`config.mk`:
```
export PLATFORM = sky130hd
export DESIGN_NAME = prefix_adder_bist
export DESIGN_NICKNAME = d
export VERILOG_FILES = /design/src/rtl/prefix_adder_bist.sv
export SDC_FILE = /design/constraint.sdc
export NUM_CORES = 1
export LEC_CHECK = 0
export CAP_MARGIN = 40
export CELL_PAD_IN_SITES_DETAIL_PLACEMENT = 0
export CELL_PAD_IN_SITES_GLOBAL_PLACEMENT = 2
export CORE_MARGIN = 3
export CORE_UTILIZATION = 32
export DETAILED_ROUTE_END_ITERATION = 16
export PLACE_DENSITY_LB_ADDON = 0.08
export SLEW_MARGIN = 20
export SYNTH_ARGS = -nofsm -noshare
export SYNTH_HDL_FRONTEND = slang
export SYNTH_SLANG_ARGS = --single-unit
```
`constraint.sdc`:
```
create_clock -name clk -period 4 [get_ports clk]
set_input_delay 0.8 -clock clk [delete_from_list [all_inputs] [get_ports clk]]
set_output_delay 0.8 -clock clk [all_outputs]
set_load 0.02 [all_outputs]
```
`src/rtl/prefix_adder_bist.sv`:
```
// Exhaustive self-test sweep for a WIDTH-bit adder: walks every (A,B) pair,
// compares the adder output with a full-width reference and logs the first failure.
module prefix_adder_bist #(
   parameter int WIDTH   = 8,
   parameter int LATENCY = 1
) (
   input  logic               clk,
   input  logic               rst_n,
   input  logic               start,
   input  logic               abort,
   output logic [WIDTH-1:0]   op_a,
   output logic [WIDTH-1:0]   op_b,
   input  logic [WIDTH:0]     dut_sum,
   output logic               busy,
   output logic               done,
   output logic               pass,
   output logic [2*WIDTH:0]   err_count,
   output logic [WIDTH-1:0]   fail_a,
   output logic [WIDTH-1:0]   fail_b,
   output logic [WIDTH:0]     fail_sum,
   output logic [1:0]         dbg_state_o
);

   localparam int EW = 2 * WIDTH + 1;
   localparam int CW = (LATENCY > 1) ? $clog2(LATENCY) : 1;
   localparam logic [CW-1:0] CNT_LAST = CW'((LATENCY > 0) ? LATENCY - 1 : 0);

   typedef enum logic [1:0] {
      S_IDLE   = 2'd0,
      S_SETTLE = 2'd1,
      S_CHECK  = 2'd2,
      S_DONE   = 2'd3
   } state_t;

   state_t           state_q, state_d;
   logic [WIDTH-1:0] a_q, a_d;
   logic [WIDTH-1:0] b_q, b_d;
   logic [CW-1:0]    cnt_q, cnt_d;
   logic             busy_q, busy_d;
   logic             done_q, done_d;
   logic             pass_q, pass_d;
   logic [EW-1:0]    err_q, err_d;
   logic [WIDTH-1:0] fa_q, fa_d;
   logic [WIDTH-1:0] fb_q, fb_d;
   logic [WIDTH:0]   fs_q, fs_d;

   logic [WIDTH:0]   ref_sum;
   logic             mismatch;
   logic             last_vec;

   // Reference is computed one bit wider so the carry-out is compared too.
   assign ref_sum  = {1'b0, a_q} + {1'b0, b_q};
   assign mismatch = (dut_sum != ref_sum);
   assign last_vec = (&a_q) && (&b_q);

   always_comb begin
      state_d = state_q;
      a_d     = a_q;
      b_d     = b_q;
      cnt_d   = cnt_q;
      busy_d  = busy_q;
      done_d  = done_q;
      err_d   = err_q;
      fa_d    = fa_q;
      fb_d    = fb_q;
      fs_d    = fs_q;

      case (state_q)
         S_IDLE, S_DONE: begin
            if (start) begin
               a_d    = '0;
               b_d    = '0;
               cnt_d  = '0;
               err_d  = '0;
               fa_d   = '0;
               fb_d   = '0;
               fs_d   = '0;
               done_d = 1'b0;
               busy_d = 1'b1;
               if (LATENCY == 0) state_d = S_CHECK;
               else              state_d = S_SETTLE;
            end
         end

         S_SETTLE: begin
            if (abort) begin
               state_d = S_IDLE;
               busy_d  = 1'b0;
               done_d  = 1'b0;
            end else if (cnt_q == CNT_LAST) begin
               cnt_d   = '0;
               state_d = S_CHECK;
            end else begin
               cnt_d = cnt_q + CW'(1);
            end
         end

         S_CHECK: begin
            if (abort) begin
               state_d = S_IDLE;
               busy_d  = 1'b0;
               done_d  = 1'b0;
            end else begin
               if (mismatch) begin
                  err_d = err_q + EW'(1);
                  if (err_q == '0) begin
                     fa_d = a_q;
                     fb_d = b_q;
                     fs_d = dut_sum;
                  end
               end
               // B is the inner loop; A advances only when B wraps.
               b_d = b_q + WIDTH'(1);
               if (&b_q) a_d = a_q + WIDTH'(1);
               if (last_vec) begin
                  busy_d  = 1'b0;
                  done_d  = 1'b1;
                  state_d = S_DONE;
               end else if (LATENCY == 0) begin
                  state_d = S_CHECK;
               end else begin
                  state_d = S_SETTLE;
               end
            end
         end

         default: state_d = S_IDLE;
      endcase

      pass_d = done_d && (err_d == '0);
   end

   always_ff @(posedge clk or negedge rst_n) begin
      if (!rst_n) begin
         state_q <= S_IDLE;
         a_q     <= '0;
         b_q     <= '0;
         cnt_q   <= '0;
         busy_q  <= 1'b0;
         done_q  <= 1'b0;
         pass_q  <= 1'b0;
         err_q   <= '0;
         fa_q    <= '0;
         fb_q    <= '0;
         fs_q    <= '0;
      end else begin
         state_q <= state_d;
         a_q     <= a_d;
         b_q     <= b_d;
         cnt_q   <= cnt_d;
         busy_q  <= busy_d;
         done_q  <= done_d;
         pass_q  <= pass_d;
         err_q   <= err_d;
         fa_q    <= fa_d;
         fb_q    <= fb_d;
         fs_q    <= fs_d;
      end
   end

   assign op_a        = a_q;
   assign op_b        = b_q;
   assign busy        = busy_q;
   assign done        = done_q;
   assign pass        = pass_q;
   assign err_count   = err_q;
   assign fail_a      = fa_q;
   assign fail_b      = fb_q;
   assign fail_sum    = fs_q;
   assign dbg_state_o = state_q;

endmodule

```
==> results.md <==
* Critical Path End Type: flop
* ANT nets after route at 0
* Pre-CTS setup slack at 0.2120 ns
* CTS resizes at 0
* Post-Syn Area at 3696 um2
* Final instance area at 5086 um2
* Launching point of the worst reg2reg path: op_a[0]$_DFFE_PN0P_
* First-pass GRT wire length at 19,860 um
* Number of flops mapped to enable cells by yosys at 0
* Top cells by count, synth: dfrtp_1, nand2_1, a22o_1, nor2_1, a21oi_1
* Via count of the first global-routing pass at 3,406
* Post-layout net count at 508
* Part of the power in registers at 28.9%
* Avg Inst Size Synth at 9.526 um2
* Synth area leader: dfrtp_1
* Clock sinks at 63
* DR WL/cell at 19.76 um
* Final worst slack at 0.4103 ns
* Core footprint at 11,080 um2
* Routability cong. at 0.8977
* Die height at 113.5 um
* I/O Pins at 76
* Post-Synthesis Cells at 388
* Port bufs at 75
* Hold-fix buffers at CTS at 0
* Largest net degree at the start of global routing at 41
* Kind of critical path: flop to flop
* Worst-path maximum fanout at 11
* Grt ovf at 0
* Die Wd at 113.5 um
* Critical R2R Capture: pass$_DFF_PN0_
* Final worst-path cycle share at 89.74%
* CP required at 4.24 ns
* Wirelength, routed at 12,350 um
* Worst R2R Path Depth at 11
* CTS buffer count at 9
* Initial Util at 33.36%
* Slowest-stage cell, CP: or4b_1
* Setup tns final at 0 ns
* Drt first-iter violations at 261
* Async set-reset flop share out of synthesis at 100.0%
* Clk_lat worst skew at 0.33 ns
* H-tree depth at 3
* DR pass1 iterations at 5
* Mapped Nets at 416
* Max Clock Freq at 278.6 MHz
* Reg clk slew, reported paths at 0.06 ns
* Final hold slack at 0.4475 ns
* Via count at 3,505
* Worst Setup Start Kind: flop
* Final hold vios at 0
* Arrival time at the worst endpoint at 3.83 ns
* Clk root buf: clkbuf_16
* Layout cells sized above 1 at 11.75%
* Cell variety after synth at 64
* Clk pwr share at 36.1%
* P_sw at 0.0009149 W
* RSZ-0062 raised after global routing: no
* Top-count cell post-synth: dfrtp_1
* Antenna violations before repair at 0
* Relative slew slack at 44.36%
* Fill count at 1,080
* Post-CTS setup buffers at 0
* Max_cap viols at 0
* P_int at 0.001620 W
* Die area at 12,880 um2
* Total power at 0.002535 W
* Slew @ Worst Pin at 0.8259 ns
* Worst R2R Setup Slack at 0.41 ns
* Peak supply drop at 0.0003091 V
* Comb power frac at 34.9%
* Leak Pwr at 2.175 nW
* Critical Path, Cell by Cell: ha_1, fa_1, xor2_1, nor2_1, o211ai_1, or3_4, nor3_4, or4_1, mux2i_1, or4b_1, nor4_2
* Post-DP HPWL at 9103 um
* Sequential fraction of the synthesis area at 42.65%
* Sw Ratio at 36.09%
* Longest Clk Path Bufs at 2
* Top cells by area, synth: dfrtp_1, a22o_1, ha_1, nand2_1, a21oi_1
* CP max stage delay at 0.57 ns
* # setup viols final at 0
* Skew final at 0.006722 ns
* CTS tree: yes
* Site Rows at 38
* Placed cell areas at 4740 um2
* Seq cells post-synth at 63
* Residual DRC count at 0
* Area delta synth->final at 37.61%
* Worst hold path type: input pin to asynchronous set/reset pin
* All-layer global routing usage at 19.87%
* Power Density at 498.4 nW/um2
* Post-layout min period at 3.590 ns
* Most used DFF post-synth: dfrtp_1
* Warnings from Yosys at 0
* Via-to-Cell Ratio at 5.608
* Synth top area share at 42.65%
* Status: complete, no violations
* Pins over their slew limit at 0
* # diodes at 0
[kinds of logic after synthesis]
kind of cell | synth area share, %
buffers and inverters | 3.419
adder cells (fa/ha/maj) | 5.281
multiplexers | 0.8463
AO/OA/AOI/OAI | 24.41
XOR/XNOR | 4.265
flip-flops | 42.65
AND/OR/NAND/NOR | 19.13
[routing by layer]
layer	vias to the layer above	GRT usage (%)	wire length, um
met5	-	0	0
met4	0	5.609	167
met3	19	4.350	635
met2	113	28.31	5331
met1	1720	30.10	6212
li1	1653	-	-
[power groups by stage]
stage | clock network [W] | registers (W) | logic, W
2_1_floorplan | 0 | 0.000813 | 0.000441
5_1_grt | 0.000959 | 0.000742 | 0.000963
3_3_place_gp | 0 | 0.000745 | 0.000898
3_5_place_dp | 0 | 0.000745 | 0.000895
4_1_cts | 0.000933 | 0.000735 | 0.000897
6_report | 0.000916 | 0.000734 | 0.000885
[worst max path at each step]
stage                        start        endpoint  slack, ns
6_report       op_a[0]$_DFFE_PN0P_  pass$_DFF_PN0_       0.41
5_1_grt        op_a[0]$_DFFE_PN0P_  pass$_DFF_PN0_       0.17
4_1_cts        op_a[0]$_DFFE_PN0P_  pass$_DFF_PN0_       0.43
3_5_place_dp            dut_sum[2]  pass$_DFF_PN0_       0.21
3_3_place_gp            dut_sum[2]  pass$_DFF_PN0_       0.24
2_1_floorplan  op_b[0]$_DFFE_PN0P_  pass$_DFF_PN0_       0.70
[area by class of cell]
type                            instances  area [um2]  area share, %
Clock buffer                            9       225.2          4.428
Clock inverter                          7       121.4          2.386
Inverter                               15       56.30          1.107
Multi-Input combinational cell        292        2006          39.43
Sequential cell                        63        1577          31.00
Tap cell                              140       175.2          3.444
Timing Repair Buffer                   99       925.9          18.20
[critical path, delay by kind of cell (launching register included)]
kind	cells	cell delay (ns)
AOI/OAI and AO/OA	1	0.14
xor gates and xnor gates	1	0.18
and+or+nand+nor	6	2.01
muxes	1	0.07
DFF	1	0.38
adders and majority gates	2	0.72
[sequential cells by signal, summed over array words and instances (netlist names)]
name,count
pass,1
err_count,17
op_b,8
done,1
dbg_state_o,2
fail_sum,9
fail_a,8
busy,1
fail_b,8
op_a,8
[through the flow]
stage	util, %	cells
2_1_floorplan	-	388
3_3_place_gp	42.78	609
3_5_place_dp	42.78	609
4_1_cts	45.91	625
5_1_grt	45.91	625
6_report	45.91	625
[cells in the final DEF (no fill, tap or decap), drive strengths merged, types with 3 or more instances in the layout]
master         Yosys  layout
inv               15      15
a211oi             5       5
clkbuf            15       9
nor4               9       9
nand3             16      16
nor3               8       8
clkinv             0       4
o211ai             5       5
o311ai             4       4
or3                7       7
a22o              28      28
nor2              28      28
clkdlybuf4s50      0      74
bufinv             0       3
xnor2              6       6
xor2              12      12
nand2             34      34
dfrtp             63      63
a21oi             22      22
a31oi              7       7
and3               4       4
ha                14      14
or4                4       4
a21o               4       4
buf                3      25
o21ai             20      20
nand2b             4       4
nand4             11      11
Note: power is estimated with default switching activity, not from simulation.
